`src/rtl/frs_pkg.sv`:
```
// frs_pkg -- shared types and helper functions for the frame read scheduler.
//
// Contents:
//   frs_state_e      scheduler FSM state encoding
//   line_beats()     AXI beats needed for one line of 32-bit pixels
//   bursts_per_line()  bursts needed for one line
//   burst_bytes()    byte size of one burst
//   clogb2()         ceil(log2(n)), never less than 1, for sizing counters
package frs_pkg;

   typedef enum logic [2:0] {
      S_IDLE       = 3'd0,
      S_ARM        = 3'd1,
      S_WAIT_SPACE = 3'd2,
      S_ISSUE      = 3'd3,
      S_WAIT_DONE  = 3'd4
   } frs_state_e;

   function automatic int line_beats(input int pixels_h, input int data_w);
      return (pixels_h * 32) / data_w;
   endfunction

   function automatic int bursts_per_line(input int pixels_h, input int data_w,
                                          input int burst_len);
      return line_beats(pixels_h, data_w) / burst_len;
   endfunction

   function automatic int burst_bytes(input int burst_len, input int data_w);
      return (burst_len * data_w) / 8;
   endfunction

   function automatic int clogb2(input int n);
      int r;
      r = 0;
      while ((1 << r) < n) begin
         r = r + 1;
      end
      if (r < 1) begin
         r = 1;
      end
      return r;
   endfunction

endpackage

```
`src/rtl/frs_frame_tracker.sv`:
```
// frs_frame_tracker -- remembers which frame buffer the writer completed last
// and whether enough frames exist to start reading.
//
// Ports:
//   clk_i, rst_i       clock, synchronous active-high reset
//   wr_frame_done_i    writer finished buffer wr_frame_idx_i (1-cycle pulse)
//   wr_frame_idx_i     index of the buffer just completed
//   arm_i              scheduler is latching a frame for reading this cycle
//   start_ok_o         FRAME_DELAY frames have completed since reset
//   sel_idx_o          buffer to read on the next ARM (last completed one)
//   sel_new_o          sel_idx_o has not been read yet (0 -> frame repeat)
module frs_frame_tracker #(
   parameter int FRAME_DELAY   = 2,
   parameter int FRAME_BUF_NUM = 3
) (
   input  logic       clk_i,
   input  logic       rst_i,
   input  logic       wr_frame_done_i,
   input  logic [1:0] wr_frame_idx_i,
   input  logic       arm_i,
   output logic       start_ok_o,
   output logic [1:0] sel_idx_o,
   output logic       sel_new_o
);

   localparam logic [9:0] DELAY_C   = 10'(FRAME_DELAY);
   localparam logic [2:0] MAX_IDX_C = 3'(FRAME_BUF_NUM - 1);

   logic [9:0] done_cnt_q, done_cnt_d;
   logic [1:0] last_idx_q, last_idx_d;
   logic       new_flag_q, new_flag_d;

   always_comb begin
      done_cnt_d = done_cnt_q;
      last_idx_d = last_idx_q;
      new_flag_d = new_flag_q;
      if (wr_frame_done_i) begin
         if (done_cnt_q != DELAY_C) begin
            done_cnt_d = done_cnt_q + 10'd1;
         end
         // An index past the last allocated buffer would read unrelated
         // memory; pin it to the highest real buffer instead.
         if ({1'b0, wr_frame_idx_i} <= MAX_IDX_C) begin
            last_idx_d = wr_frame_idx_i;
         end else begin
            last_idx_d = MAX_IDX_C[1:0];
         end
      end
      // A completion in the same cycle as ARM belongs to the next frame, so
      // setting wins over the clear.
      if (wr_frame_done_i) begin
         new_flag_d = 1'b1;
      end else if (arm_i) begin
         new_flag_d = 1'b0;
      end
   end

   always_ff @(posedge clk_i) begin
      if (rst_i) begin
         done_cnt_q <= '0;
         last_idx_q <= '0;
         new_flag_q <= 1'b0;
      end else begin
         done_cnt_q <= done_cnt_d;
         last_idx_q <= last_idx_d;
         new_flag_q <= new_flag_d;
      end
   end

   assign start_ok_o = (done_cnt_q == DELAY_C);
   assign sel_idx_o  = last_idx_q;
   assign sel_new_o  = new_flag_q;

endmodule

```
`src/rtl/frame_rd_scheduler.sv`:
```
// frame_rd_scheduler -- read-side sequencer of the frame buffer. Picks the
// most recently completed frame buffer, splits it into fixed-length AXI4 read
// bursts and issues one burst at a time, only when the downstream FIFO has
// room for the whole burst.
//
// Optional feature macro: FRS_STATUS_CNT_EN adds repeat_cnt / restart_cnt.
//
// Ports:
//   ACLK, ARESET      clock, synchronous active-high reset
//   wr_frame_done     writer finished buffer wr_frame_idx (1-cycle pulse)
//   wr_frame_idx      index of the buffer just completed
//   rd_frame_start    output timing requests the next frame (1-cycle pulse)
//   fifo_cnt          backward FIFO fill level in words
//   cmd_valid/ready   burst command handshake
//   cmd_addr, cmd_len burst start byte address, ARLEN (BURST_LEN-1)
//   cmd_done          all beats of the outstanding burst are in the FIFO
//   rd_frame_idx      buffer currently being read
//   rd_active         a frame is being fetched
//   frame_repeat      1-cycle pulse: new frame reuses the previous buffer
//   repeat_cnt        (macro) number of frame_repeat pulses, wraps
//   restart_cnt       (macro) number of mid-frame rd_frame_start events, wraps
//   dbg_state_o       current FSM state
//
// Command handshake: cmd_valid is raised only in ISSUE; cmd_addr and
// cmd_valid hold steady until the cycle cmd_ready is seen high, and the
// command transfers on a clock edge where both are high.
module frame_rd_scheduler
   import frs_pkg::*;
#(
   parameter int                    ADDR_WIDTH        = 32,
   parameter int                    FAW               = 8,
   parameter int                    AXI4_DATA_WIDTH   = 128,
   parameter int                    PIXELS_HORIZONTAL = 1280,
   parameter int                    PIXELS_VERTICAL   = 1024,
   parameter int                    FRAME_BUF_NUM     = 3,
   parameter logic [ADDR_WIDTH-1:0] FRAME_BASE        = 32'h0000_0000,
   parameter logic [ADDR_WIDTH-1:0] FRAME_STRIDE      = 32'h0050_0000,
   parameter int                    BURST_LEN         = 16,
   parameter int                    FRAME_DELAY       = 2
) (
   input  logic                  ACLK,
   input  logic                  ARESET,
   input  logic                  wr_frame_done,
   input  logic [1:0]            wr_frame_idx,
   input  logic                  rd_frame_start,
   input  logic [FAW:0]          fifo_cnt,
   output logic                  cmd_valid,
   input  logic                  cmd_ready,
   output logic [ADDR_WIDTH-1:0] cmd_addr,
   output logic [7:0]            cmd_len,
   input  logic                  cmd_done,
   output logic [1:0]            rd_frame_idx,
   output logic                  rd_active,
   output logic                  frame_repeat,
`ifdef FRS_STATUS_CNT_EN
   output logic [15:0]           repeat_cnt,
   output logic [15:0]           restart_cnt,
`endif
   output frs_state_e            dbg_state_o
);

   localparam int BPL = bursts_per_line(PIXELS_HORIZONTAL, AXI4_DATA_WIDTH, BURST_LEN);
   localparam int BCW = clogb2(BPL);
   localparam int LCW = clogb2(PIXELS_VERTICAL);
   // Highest fill level that still leaves room for one whole burst.
   localparam logic [FAW:0] SPACE_LIM_C = (FAW+1)'((1 << FAW) - BURST_LEN);
   localparam logic [ADDR_WIDTH-1:0] BURST_BYTES_C =
      ADDR_WIDTH'(burst_bytes(BURST_LEN, AXI4_DATA_WIDTH));

   frs_state_e            state_q, state_d;
   logic [ADDR_WIDTH-1:0] addr_q, addr_d;
   logic [BCW-1:0]        burst_q, burst_d;
   logic [LCW-1:0]        line_q, line_d;
   logic [1:0]            rd_idx_q, rd_idx_d;
   logic                  rd_active_q, rd_active_d;
   logic                  frame_repeat_q, frame_repeat_d;
   logic                  restart_pend_q, restart_pend_d;

   logic                  start_ok;
   logic [1:0]            sel_idx;
   logic                  sel_new;
   logic                  arm;
   logic                  space_ok;
   logic                  done_exit;
   logic                  last_burst;
   logic                  frame_end;
   logic                  restart_evt;
   logic [ADDR_WIDTH-1:0] frame_addr;

   assign arm         = (state_q == S_ARM);
   assign space_ok    = (fifo_cnt <= SPACE_LIM_C);
   assign done_exit   = (state_q == S_WAIT_DONE) && cmd_done;
   assign last_burst  = (burst_q == BCW'(BPL - 1));
   assign frame_end   = last_burst && (line_q == LCW'(PIXELS_VERTICAL - 1));
   assign restart_evt = rd_frame_start && rd_active_q;
   assign frame_addr  = FRAME_BASE + (ADDR_WIDTH'(sel_idx) * FRAME_STRIDE);

   frs_frame_tracker #(
      .FRAME_DELAY   (FRAME_DELAY),
      .FRAME_BUF_NUM (FRAME_BUF_NUM)
   ) u_tracker (
      .clk_i           (ACLK),
      .rst_i           (ARESET),
      .wr_frame_done_i (wr_frame_done),
      .wr_frame_idx_i  (wr_frame_idx),
      .arm_i           (arm),
      .start_ok_o      (start_ok),
      .sel_idx_o       (sel_idx),
      .sel_new_o       (sel_new)
   );

   always_comb begin
      state_d        = state_q;
      addr_d         = addr_q;
      burst_d        = burst_q;
      line_d         = line_q;
      rd_idx_d       = rd_idx_q;
      rd_active_d    = rd_active_q;
      frame_repeat_d = 1'b0;
      restart_pend_d = restart_pend_q;

      case (state_q)
         S_IDLE: begin
            if (rd_frame_start && start_ok) begin
               state_d = S_ARM;
            end
         end
         S_ARM: begin
            rd_idx_d       = sel_idx;
            frame_repeat_d = !sel_new;
            burst_d        = '0;
            line_d         = '0;
            addr_d         = frame_addr;
            rd_active_d    = 1'b1;
            state_d        = S_WAIT_SPACE;
         end
         S_WAIT_SPACE: begin
            if (space_ok) begin
               state_d = S_ISSUE;
            end
         end
         S_ISSUE: begin
            if (cmd_ready) begin
               addr_d  = addr_q + BURST_BYTES_C;
               state_d = S_WAIT_DONE;
            end
         end
         S_WAIT_DONE: begin
            if (cmd_done) begin
               if (last_burst) begin
                  burst_d = '0;
                  line_d  = line_q + LCW'(1);
               end else begin
                  burst_d = burst_q + BCW'(1);
               end
               // A start request pending, or arriving right now, takes over
               // at the burst boundary, even on the last burst of a frame.
               if (restart_pend_q || rd_frame_start) begin
                  restart_pend_d = 1'b0;
                  state_d        = S_ARM;
               end else if (frame_end) begin
                  rd_active_d = 1'b0;
                  state_d     = S_IDLE;
               end else begin
                  state_d = S_WAIT_SPACE;
               end
            end
         end
         default: begin
            state_d = S_IDLE;
         end
      endcase

      if (restart_evt && !done_exit) begin
         restart_pend_d = 1'b1;
      end
   end

   always_ff @(posedge ACLK) begin
      if (ARESET) begin
         state_q        <= S_IDLE;
         addr_q         <= '0;
         burst_q        <= '0;
         line_q         <= '0;
         rd_idx_q       <= '0;
         rd_active_q    <= 1'b0;
         frame_repeat_q <= 1'b0;
         restart_pend_q <= 1'b0;
      end else begin
         state_q        <= state_d;
         addr_q         <= addr_d;
         burst_q        <= burst_d;
         line_q         <= line_d;
         rd_idx_q       <= rd_idx_d;
         rd_active_q    <= rd_active_d;
         frame_repeat_q <= frame_repeat_d;
         restart_pend_q <= restart_pend_d;
      end
   end

`ifdef FRS_STATUS_CNT_EN
   logic [15:0] repeat_cnt_q, restart_cnt_q;

   always_ff @(posedge ACLK) begin
      if (ARESET) begin
         repeat_cnt_q  <= '0;
         restart_cnt_q <= '0;
      end else begin
         if (frame_repeat_q) begin
            repeat_cnt_q <= repeat_cnt_q + 16'd1;
         end
         if (restart_evt) begin
            restart_cnt_q <= restart_cnt_q + 16'd1;
         end
      end
   end

   assign repeat_cnt  = repeat_cnt_q;
   assign restart_cnt = restart_cnt_q;
`endif

   assign cmd_valid    = (state_q == S_ISSUE);
   assign cmd_addr     = addr_q;
   assign cmd_len      = 8'(BURST_LEN - 1);
   assign rd_frame_idx = rd_idx_q;
   assign rd_active    = rd_active_q;
   assign frame_repeat = frame_repeat_q;
   assign dbg_state_o  = state_q;

endmodule

```
`config.mk`:
```
export PLATFORM = sky130hd
export DESIGN_NAME = frame_rd_scheduler
export DESIGN_NICKNAME = d
export VERILOG_FILES = /design/src/rtl/frs_pkg.sv /design/src/rtl/frs_frame_tracker.sv /design/src/rtl/frame_rd_scheduler.sv
export SDC_FILE = /design/constraint.sdc
export NUM_CORES = 1
export LEC_CHECK = 0
export CAP_MARGIN = 20
export CORE_UTILIZATION = 50
export CTS_CLUSTER_SIZE = 16
export DETAILED_ROUTE_END_ITERATION = 8
export PLACE_DENSITY = 0.79
export SYNTH_ARGS = -nofsm -noshare
export SYNTH_HDL_FRONTEND = slang
export SYNTH_SLANG_ARGS = --single-unit
export TNS_END_PERCENT = 10
```
`constraint.sdc`:
```
create_clock -name ACLK -period 4.1 [get_ports ACLK]
set_input_delay 0.615 -clock ACLK [delete_from_list [all_inputs] [get_ports ACLK]]
set_output_delay 0.615 -clock ACLK [all_outputs]
set_load 0.005 [all_outputs]
```
==> flow_summary.json, run 1 <==
{
  "status": "finished clean",
  "crit_type": "reg2out",
  "async_flop_share_pct": 0,
  "power_density_mw_per_mm2": 317,
  "netlist.area_leader.share_pct": 38.9,
  "met2_usage_pct": 36.0,
  "r2r_start": "dbg_state_o[0]",
  "die_w_um": 80.6,
  "detail_route.wl_per_cell_um": 13.8,
  "grt_max_degree": 34,
  "reg2reg_depth": 4,
  "fin_nets": 437,
  "drive_above_1_share_pct": 5.97,
  "yosysSeqAreaShare_pct": 38.9,
  "holdPathEnd": "frame_repeat",
  "fin_skew_ns": 0.00913,
  "synth_seq_cells": 60,
  "maxCapViolCount": 0,
  "grt_overflow": 0,
  "core_area_mm2": 0.00596,
  "synth_compound_area_share_pct": 17.2,
  "antenna_cells": 0,
  "gr-max-usage-layer": "met2",
  "cts.sinks": 60,
  "htreeDepth": 3,
  "start_util_pct": 51.9,
  "finalHoldViolations": 0,
  "cts_buffer_depth": 2,
  "port_buffers": 48,
  "wl_mm": 6.84,
  "cts_buffers": 9,
  "yosysTopAreaCell": "dfxtp_1",
  "first_pass_iters": 4,
  "cp_slowest_cell": "dfxtp_1",
  "ff2ff_setup_slack_ns": 1.69,
  "num_rows": 28,
  "die_y_um": 80.6,
  "critical_path.cell_chain": "nand3b_1 -> inv_1 -> clkdlybuf4s50_1",
  "critPathMaxStageDelay_ns": 0.66,
  "grt_pass1_vias": 2544,
  "grt_use_total_pct": 22.3,
  "antenna_found_initial": 0,
  "grt_use_met1_pct": 27.6,
  "period_share_pct": 60.6,
  "dieArea_mm2": 0.00650,
  "globalplace.congestion": 0.848,
  "drtIter0Drc": 186,
  "setup_ws_ns": 1.61,
  "io_pins": 65,
  "synth-edff-count": 0,
  "ant_nets": 0,
  "clkTransAtPathRegs_ns": 0.06,
  "setup_viol": 0,
  "drc_errors": 0,
  "synth_simple_gate_area_share_pct": 28.7,
  "synth_top_family_by_area": "simple AND/OR/NAND/NOR gates",
  "worstPathArrival_ns": 1.87,
  "fin_setup_tns_ns": 0,
  "end_kind": "primary output",
  "hold_path_class": "reg2reg",
  "regToRegEndpoint": "cmd_addr[29]",
  "postSynthAreaPerCell_um2": 8.29,
  "min_period_ns": 2.49,
  "max_slew_margin_pct": 38.5,
  "ys.flop_type": "dfxtp_1",
  "hold_depth": 1,
  "cts_tree": "done",
  "fmaxAchievable_mhz": 402,
  "rsz0062_at_grt": "false",
  "hold_start": "u_tracker.sel_new_o",
  "drv_slew": 0,
  "dp_slack_ns": 1.42,
  "cts_hold_buf": 0,
  "start_kind": "register",
  "area_growth_pct": 19.7,
  "cts_resized": 0,
  "via_per_inst": 5.78,
  "path_buf_inv": 2,
  "yosys.cell_types.count": 51,
  "synth_xor_area_share_pct": 3.97,
  "synth-adder-area-share_pct": 2.02,
  "use_met3_pct": 4.66,
  "cp_max_fo": 17,
  "yosys-mux-area-fraction_pct": 1.01,
  "path_delay_family": "flip-flops",
  "peakVddDrop_uv": 183,
  "ys_warn_count": 0,
  "dr_total_vias": 2854,
  "synth_area_mm2": 0.00309,
  "p_leak_nw": 1.26,
  "crit_required_ns": 3.48,
  "grt_pass1_wl_mm": 11.3,
  "post_cts_buffers": 0,
  "synthTopCellsByArea": "dfxtp_1 39%, a21oi_1 6.3%, buf_4 4.1%",
  "cts_root_buffer": "clkbuf_8",
  "clk_latency_ns": 0.34,
  "dp_hpwl_mm": 4.78,
  "tightest_slew_ns": 0.923,
  "synthCells": 373
}
[cell usage after synthesis, types with 4 or more instances]
master and number:
a21oi_1 39, a31oi_1 4, and2_1 4, and3_1 5, and4_1 6, buf_2 7, buf_4 17, clkbuf_1 7
dfxtp_1 60, ha_1 5, inv_1 10, nand2_1 30, nand2b_1 4, nand3_1 16, nand4_1 12, nor2_1 27
nor2b_1 4, nor3_1 5, nor4_1 6, o21ai_0 13, o31ai_1 15, or3_1 11, or4_1 16, xnor2_1 4
xor2_1 10
[area by class of cell]
| type | instances | area [um2] |
|---|---|---|
| fill | 530 | 2260 |
| multi-input combinational | 283 | 1700 |
| sequential | 60 | 1200 |
| timing repair buffer | 51 | 503 |
| clock buffer | 13 | 159 |
| tap | 75 | 93.8 |
| inverter | 10 | 37.5 |
| clock inverter | 2 | 10.0 |
[per-stage QoR]
stage	instances	util [%]	hold WS [ns]	cell area, um2	total power, mW
after global placement	479	59.3	0.416	3530	0.717
final	494	62.1	0.428	3700	1.17
after floorplan	387	-	0.402	3140	0.689
after detailed placement	479	59.3	0.422	3530	0.719
after CTS	494	62.1	0.430	3700	1.18
after global routing	494	62.1	0.447	3700	1.21
[layer usage]
layer | part of all wire, % | vias to the layer above
li1 | - | 1429
met1 | 46 | 1329
met2 | 48 | 89
met3 | 5.7 | 7
met4 | 1.0 | 0
met5 | 0 | -
[cells in the final DEF, fill, tap and decap left out, types with 2 or more instances in the layout]
master and instances:
clkbuf_8 11, or4_1 16, nand2_1 30, o31ai_1 15, dfxtp_1 60, or2_2 2
and4_1 6, o311ai_0 2, o2111ai_1 2, or3_1 11, conb_1 16, nand3_1 16
nor2_1 27, and4bb_2 2, nand4_1 12, nor2b_1 4, o211ai_1 2, ha_1 5
inv_1 10, mux2i_1 2, buf_4 3, clkbuf_1 2, nand3b_1 2, and2_1 4
o21ai_0 13, nand2b_1 4, xor2_1 10, xnor2_1 4, clkdlybuf4s50_1 48, a41oi_1 2
clkinv_2 2, nor3b_1 2, a21oi_1 39, nor3_1 5, a31oi_1 4, nor4_1 6
and3_1 5
[cells by family after synthesis]
kind of cell | after synthesis
multiplexers | 3
adder cells (fa/ha/maj) | 5
buffers and inverters | 44
XOR/XNOR | 14
other | 2
AND/OR/NAND/NOR | 158
flip-flops | 60
AO/OA/AOI/OAI | 87
[flip-flops by register name, summed over array words and instances, names as in the netlist]
register / flops
rd_active: 1
cmd_addr: 24
burst_q: 5
u_tracker.sel_new_o: 1
dbg_state_o: 3
u_tracker.done_cnt_q: 10
line_q: 10
restart_pend_q: 1
rd_frame_idx: 2
u_tracker.sel_idx_o: 2
frame_repeat: 1
[worst max-delay path by stage]
stage / start / end / slack [ns] / depth (start not counted)
2_1_floorplan: cmd_ready / cmd_addr[30] / 2.30 / 6
3_3_place_gp: cmd_ready / cmd_addr[31] / 1.53 / 5
3_5_place_dp: cmd_ready / cmd_addr[29] / 1.42 / 5
4_1_cts: dbg_state_o[1] / cmd_valid / 1.60 / 3
5_1_grt: dbg_state_o[0] / cmd_addr[29] / 1.46 / 4
6_report: dbg_state_o[1] / cmd_valid / 1.61 / 3
[worst reg2reg max path, cell delays in order (launching register included)]
cell     delay (ns)
dfxtp_1        0.54
nor2b_1        0.63
nand4_2        0.42
or4_1          0.61
a21oi_1        0.15
[report_power, final]
part / leakage, nW / internal (mW) / switching, mW / total [mW]
clock: 0.0893 / 0.247 / 0.217 / 0.464
combinational: 0.683 / 0.0429 / 0.0597 / 0.103
sequential: 0.485 / 0.594 / 0.0116 / 0.605
total: 1.26 / 0.884 / 0.288 / 1.17
Note: power is estimated with default switching activity, not from simulation.
==> run 2, diff against run 1 <==
--- a/config.mk
+++ b/config.mk
@@ -6,10 +6,10 @@
 export NUM_CORES = 1
 export LEC_CHECK = 0
 export CAP_MARGIN = 20
-export CORE_UTILIZATION = 50
+export CORE_UTILIZATION = 46
 export CTS_CLUSTER_SIZE = 16
 export DETAILED_ROUTE_END_ITERATION = 8
-export PLACE_DENSITY = 0.79
+export PLACE_DENSITY = 0.76
 export SYNTH_ARGS = -nofsm -noshare
 export SYNTH_HDL_FRONTEND = slang
 export SYNTH_SLANG_ARGS = --single-unit
==> constraint.sdc (replaced) <==
create_clock -name ACLK -period 2 [get_ports ACLK]
set_input_delay 0.3 -clock ACLK [delete_from_list [all_inputs] [get_ports ACLK]]
set_output_delay 0.3 -clock ACLK [all_outputs]
set_load 0.005 [all_outputs]
==> run 2 against run 1 <==
The flow now finishes with violations (design-rule violations). First-iteration DRC count decreased by 0.54%. Via count rose by 4.2%. Routed wire length rose by 6.4%. Sequential share of layout area is 2.8 points lower. Core utilization up 1.3 points. Clock power rose to 2.8 times the previous value. Register-to-register slack worse by 1.6 ns. Largest cell class unchanged. Largest power group is now the clock network.
==> flow_summary.json, run 2 (synthesis gave the netlist of run 1 again) <==
{
  "status": "finished, violations left",
  "violations": "design-rule violations",
  "cts_root_buffer": "clkbuf_8",
  "wl_mm": 7.27,
  "cts.sinks": 60,
  "drtIter0Drc": 185,
  "drv_slew": 0,
  "hold_path_class": "reg2reg",
  "dieArea_mm2": 0.00705,
  "clk_latency_ns": 0.34,
  "via_per_inst": 5.55,
  "final_cell_area_mm2": 0.00408,
  "tightest_slew_ns": 0.550,
  "place_area_mm2": 0.00383,
  "largest_register_ffs": 24,
  "fin_nets": 476,
  "worst_hold_slack_ns": 0.448,
  "start_util_pct": 48.1,
  "finalHoldViolations": 0,
  "grt_pass1_wl_mm": 12.1,
  "detail_route.wl_per_cell_um": 13.6,
  "clkTransAtPathRegs_ns": 0.07,
  "fin_skew_ns": 0.0144,
  "p_leak_nw": 1.48,
  "antenna_found_initial": 0,
  "drc_errors": 12,
  "antenna_cells": 0,
  "grt_pass1_vias": 2618,
  "min_period_ns": 1.90,
  "dr_total_vias": 2974,
  "crit_type": "reg2reg",
  "grt_overflow": 0,
  "port_buffers": 48,
  "period_share_pct": 94.8,
  "cp_slowest_cell": "or4_4",
  "die_w_um": 84.0,
  "first_pass_iters": 7,
  "htreeDepth": 3,
  "num_rows": 29,
  "area_growth_pct": 31.9,
  "final_common_cell": "dfxtp_1",
  "core_area_mm2": 0.00642,
  "cts_tree": "done",
  "fin_util_pct": 63.5,
  "setup_viol": 0,
  "maxCapViolCount": 0,
  "fmaxAchievable_mhz": 528,
  "worstPathArrival_ns": 2.15,
  "post_cts_buffers": 0,
  "grt_use_total_pct": 21.4,
  "layout_common_cells": "57 x dfxtp_1, 48 x clkdlybuf4s50_1, 41 x buf_4",
  "cts_buffers": 9,
  "path_buf_inv": 0,
  "drive_above_1_share_pct": 15.3,
  "cp_max_fo": 10,
  "ff2ff_setup_slack_ns": 0.10,
  "fin_setup_tns_ns": 0,
  "io_pins": 65,
  "dp_hpwl_mm": 5.32,
  "ant_nets": 0,
  "power_density_mw_per_mm2": 680,
  "crit_required_ns": 2.25,
  "critPathMaxStageDelay_ns": 0.61,
  "end_kind": "register",
  "globalplace.congestion": 0.882,
  "max_slew_margin_pct": 63.0,
  "rsz0062_at_grt": "false",
  "peakVddDrop_uv": 451,
  "grt_max_degree": 25,
  "start_kind": "register",
  "path_delay_family": "simple AND/OR/NAND/NOR gates",
  "cts_buffer_depth": 2,
  "critical_path.cell_chain": "nand3_1 -> or4_4 -> or4_1 -> a41oi_1",
  "die_y_um": 84.0
}
run 2: changes by cell type in the layout (fill, tap and decap cells not counted), moves of 2 or more:
cell,previous run,this run
dfxtp_1,60,57
bufinv_16,0,2
dfxtp_2,0,2
buf_4,3,41
clkinv_2,2,0
run 2: what timing repair did:
item	in CTS	in global routing
gates resized for setup	0	6
endpoints found under the hold margin	0	0
endpoints found under the setup margin	0	4
hold buffers	0	0
run 2: area by class of cell:
class                           instances  area, um2
Fill cell                             552       2350
Clock buffer                           13        169
Tap cell                               77       96.3
Timing Repair Buffer                   90        800
Sequential cell                        60       1210
Multi-Input combinational cell        283       1700
Clock inverter                          3       67.6
Inverter                               10       37.5
run 2: metal layers:
metal | up-vias | track usage [%] | routed length, um
met5 | - | 0 | 0
met4 | 0 | 8.31 | 104
met3 | 11 | 5.74 | 354
met2 | 92 | 33.7 | 3320
met1 | 1369 | 27.8 | 3490
li1 | 1502 | - | -
run 2: final timing paths:
| kind | depth (start not counted) | to | from |
|---|---|---|---|
| max reg2reg | 4 | cmd_addr[21] | cmd_addr[19] |
| min | 1 | frame_repeat | u_tracker.sel_new_o |
| min reg2reg | 1 | frame_repeat | u_tracker.sel_new_o |
| max | 4 | cmd_addr[21] | cmd_addr[19] |
run 2: where the power goes:
part / internal [mW] / total (mW) / switching, mW
Combinational: 0.116 / 0.251 / 0.135
Clock: 0.805 / 1.28 / 0.479
Sequential: 1.22 / 1.24 / 0.0212
Total: 2.14 / 2.77 / 0.635
run 2: worst reg2reg max path, stage by stage (launching register included):
cell and delay [ns]:
dfxtp_1 0.41, nand3_1 0.10, or4_4 0.61, or4_1 0.49
a41oi_1 0.21
run 2: metrics by stage:
step,power [mW],std cells,worst slack (ns)
after floorplan,1.41,387,0.238
after global placement,1.50,520,-0.0483
after detailed placement,1.51,520,-0.115
after CTS,2.79,536,0.0232
after global routing,2.88,536,0.0147
final,2.77,536,0.104
==> run 3, diff against run 2 <==
--- a/config.mk
+++ b/config.mk
@@ -6,11 +6,13 @@
 export NUM_CORES = 1
 export LEC_CHECK = 0
 export CAP_MARGIN = 20
+export CORE_MARGIN = 2
 export CORE_UTILIZATION = 46
 export CTS_CLUSTER_SIZE = 16
 export DETAILED_ROUTE_END_ITERATION = 8
 export PLACE_DENSITY = 0.76
 export SYNTH_ARGS = -nofsm -noshare
 export SYNTH_HDL_FRONTEND = slang
+export SYNTH_HIERARCHICAL = 1
 export SYNTH_SLANG_ARGS = --single-unit
 export TNS_END_PERCENT = 10
==> constraint.sdc (replaced) <==
create_clock -name ACLK -period 1.7 [get_ports ACLK]
set_input_delay 0.255 -clock ACLK [delete_from_list [all_inputs] [get_ports ACLK]]
set_output_delay 0.255 -clock ACLK [all_outputs]
set_load 0.005 [all_outputs]
==> run 3 against run 2 <==
The run now ends clean. Combinational power rose by 71%. Synthesized cell count rose by 0.27%. Total power rose by 8.9%. Sequential cell count did not move. Critical endpoint is now cmd_addr[29].
==> flow_summary.json, run 3 <==
{
  "cts.sinks": 60,
  "synth-adder-area-share_pct": 1.98,
  "ant_nets": 0,
  "synth_compound_area_share_pct": 11.1,
  "worst_hold_slack_ns": 0.425,
  "maxCapViolCount": 0,
  "drtIter0Drc": 141,
  "yosysTopAreaCell": "dfxtp_1",
  "synth_top_family_by_area": "simple AND/OR/NAND/NOR gates",
  "layout_common_cells": "56 x dfxtp_1, 48 x nor2_1, 46 x clkdlybuf4s50_1",
  "core_area_mm2": 0.00672,
  "min_period_ns": 1.70,
  "critical_path.cell_chain": "and4_1 -> nand4_1 -> nor4_1 -> xnor2_1 -> nor2_1",
  "largest_register_ffs": 24,
  "yosys-mux-area-fraction_pct": 1.62,
  "critPathMaxStageDelay_ns": 0.43,
  "final_cell_area_mm2": 0.00413,
  "cts_buffer_depth": 2,
  "r2r_start": "cmd_addr[17]",
  "io_pins": 65,
  "grt_overflow": 0,
  "finalHoldViolations": 0,
  "postSynthAreaPerCell_um2": 8.45,
  "grt_max_degree": 29,
  "cp-startpoint": "cmd_addr[17]",
  "async_flop_share_pct": 0,
  "area_growth_pct": 30.8,
  "clkTransAtPathRegs_ns": 0.06,
  "wl_met3_um": 332,
  "yosysSeqAreaShare_pct": 38.0,
  "ys.flop_type": "dfxtp_1",
  "cp_slowest_cell": "nor4_1",
  "start_kind": "register",
  "synthCells": 374,
  "peakVddDrop_uv": 608,
  "drc_errors": 0,
  "period_share_pct": 99.7,
  "cts_hold_buf": 0,
  "detail_route.wl_per_cell_um": 13.5,
  "synth_xor_area_share_pct": 8.59,
  "rsz0062_at_grt": "true",
  "cts_buffers": 9,
  "cp_max_fo": 5,
  "worstPathArrival_ns": 1.91,
  "globalplace.congestion": 0.860,
  "drive_above_1_share_pct": 17.9,
  "synth_seq_cells": 60,
  "port_buffers": 48,
  "hold_path_class": "reg2reg",
  "hold_start": "u_tracker/sel_new_o",
  "die_w_um": 86.9,
  "fmaxAchievable_mhz": 590,
  "status": "finished clean",
  "path_delay_family": "simple AND/OR/NAND/NOR gates",
  "via_per_inst": 5.42,
  "dieArea_mm2": 0.00755,
  "clk_latency_ns": 0.34,
  "crit_type": "reg2reg",
  "end_kind": "register",
  "cts_root_buffer": "clkbuf_8",
  "yosysMostFrequentCell": "dfxtp_1",
  "wl_mm": 7.31,
  "fin_util_pct": 61.5,
  "synth_common_cells": "60 x dfxtp_1, 48 x nor2_1, 25 x nand2_1",
  "num_rows": 30,
  "reg2reg_depth": 5,
  "drv_slew": 0,
  "synth_simple_gate_area_share_pct": 30.6,
  "antenna_cells": 0,
  "antenna_found_initial": 0,
  "ys_warn_count": 6,
  "start_util_pct": 47.0,
  "fill_cells": 586,
  "path_depth": 5,
  "power_density_mw_per_mm2": 731,
  "die_y_um": 86.9,
  "yosys.cell_types.count": 54,
  "place_area_mm2": 0.00390,
  "fin_nets": 481,
  "dr_total_vias": 2943,
  "grt_use_total_pct": 20.4,
  "fin_skew_ns": 0.00765,
  "crit_required_ns": 1.91,
  "synthTopCellsByArea": "dfxtp_1 38%, xnor2_1 6.1%, nor2_1 5.7%",
  "hold_depth": 1,
  "path_buf_inv": 0,
  "grt_pass1_vias": 2779,
  "p_leak_nw": 1.51,
  "first_pass_iters": 5,
  "htreeDepth": 3,
  "dp_hpwl_mm": 5.49,
  "final_common_cell": "dfxtp_1",
  "route.layer.met1.wl_mm": 3.24,
  "met2_length_mm": 3.63,
  "grt_pass1_wl_mm": 12.3,
  "synth_area_mm2": 0.00316,
  "top_layer": "met4",
  "netlist.area_leader.share_pct": 38.0,
  "setup_viol": 0,
  "synth-edff-count": 0,
  "cts_tree": "done"
}
-- run 3: changes by cell type in the layout (fill, tap and decap cells not counted), sizes merged, moves of 12 or more --
cell / previous run / this run
nor2: 27 / 48
or4: 17 / 1
xnor2: 4 / 22
o31ai: 15 / 3
a21oi: 39 / 23
-- run 3: final timing paths --
kind	endpoint	slack (ns)
setup / recovery	cmd_addr[29]	0.005
hold / removal	frame_repeat	0.42
setup reg to reg	cmd_addr[29]	0.005
hold reg to reg	frame_repeat	0.42
-- run 3: kinds of logic (layout without fill, tap and decap cells) --
kind of cell | count (synthesis) | count (layout)
xor+xnor | 31 | 31
mux | 5 | 5
flops | 60 | 60
other cells | 2 | 16
compound gates | 56 | 56
fa+ha+maj | 5 | 5
simple gates | 172 | 172
buf+inv | 43 | 118
-- run 3: worst reg2reg max path: stages (launching register included) --
cell and delay (ns):
dfxtp_1 0.37, and4_1 0.30, nand4_1 0.27, nor4_1 0.43, xnor2_1 0.16, nor2_1 0.05
-- run 3: stage by stage --
stage | power [mW] | instances | setup TNS (ns) | worst slack, ns
final | 3.02 | 543 | 0 | 0.00450
after global routing | 3.15 | 543 | -0.549 | -0.111
after global placement | 1.91 | 527 | -0.827 | -0.0929
after detailed placement | 1.92 | 527 | -1.63 | -0.132
after floorplan | 1.76 | 388 | 0 | 0.0347
after CTS | 3.04 | 543 | -0.0154 | -0.0154
-- run 3: final cells by class --
class	instances	area, um2	share of cell area [%]
clock inverter	2	10.0	0.242
inverter	14	55.1	1.33
sequential	60	1210	29.3
multi-input combinational	285	1810	43.9
timing repair buffer	89	786	19.0
tap	80	100	2.42
clock buffer	13	159	3.85
-- run 3: where the power goes --
part,internal [mW],leakage (nW),switching [mW]
Combinational,0.205,0.929,0.225
Sequential,1.44,0.487,0.0319
Clock,0.596,0.0893,0.522
Total,2.24,1.51,0.778
-- run 3: what timing repair did --
item	4_1_cts	5_1_grt
pin swaps	0	3
setup endpoints to repair	6	21
resized for setup	8	9
hold endpoints to repair	0	0
setup buffers	1	0
-- run 3: per-layer routing --
layer | up-vias | global-route usage, %
li1 | 1472 | -
met1 | 1384 | 24.5
met5 | - | 0
met4 | 0 | 6.39
met3 | 15 | 6.07
met2 | 72 | 35.0
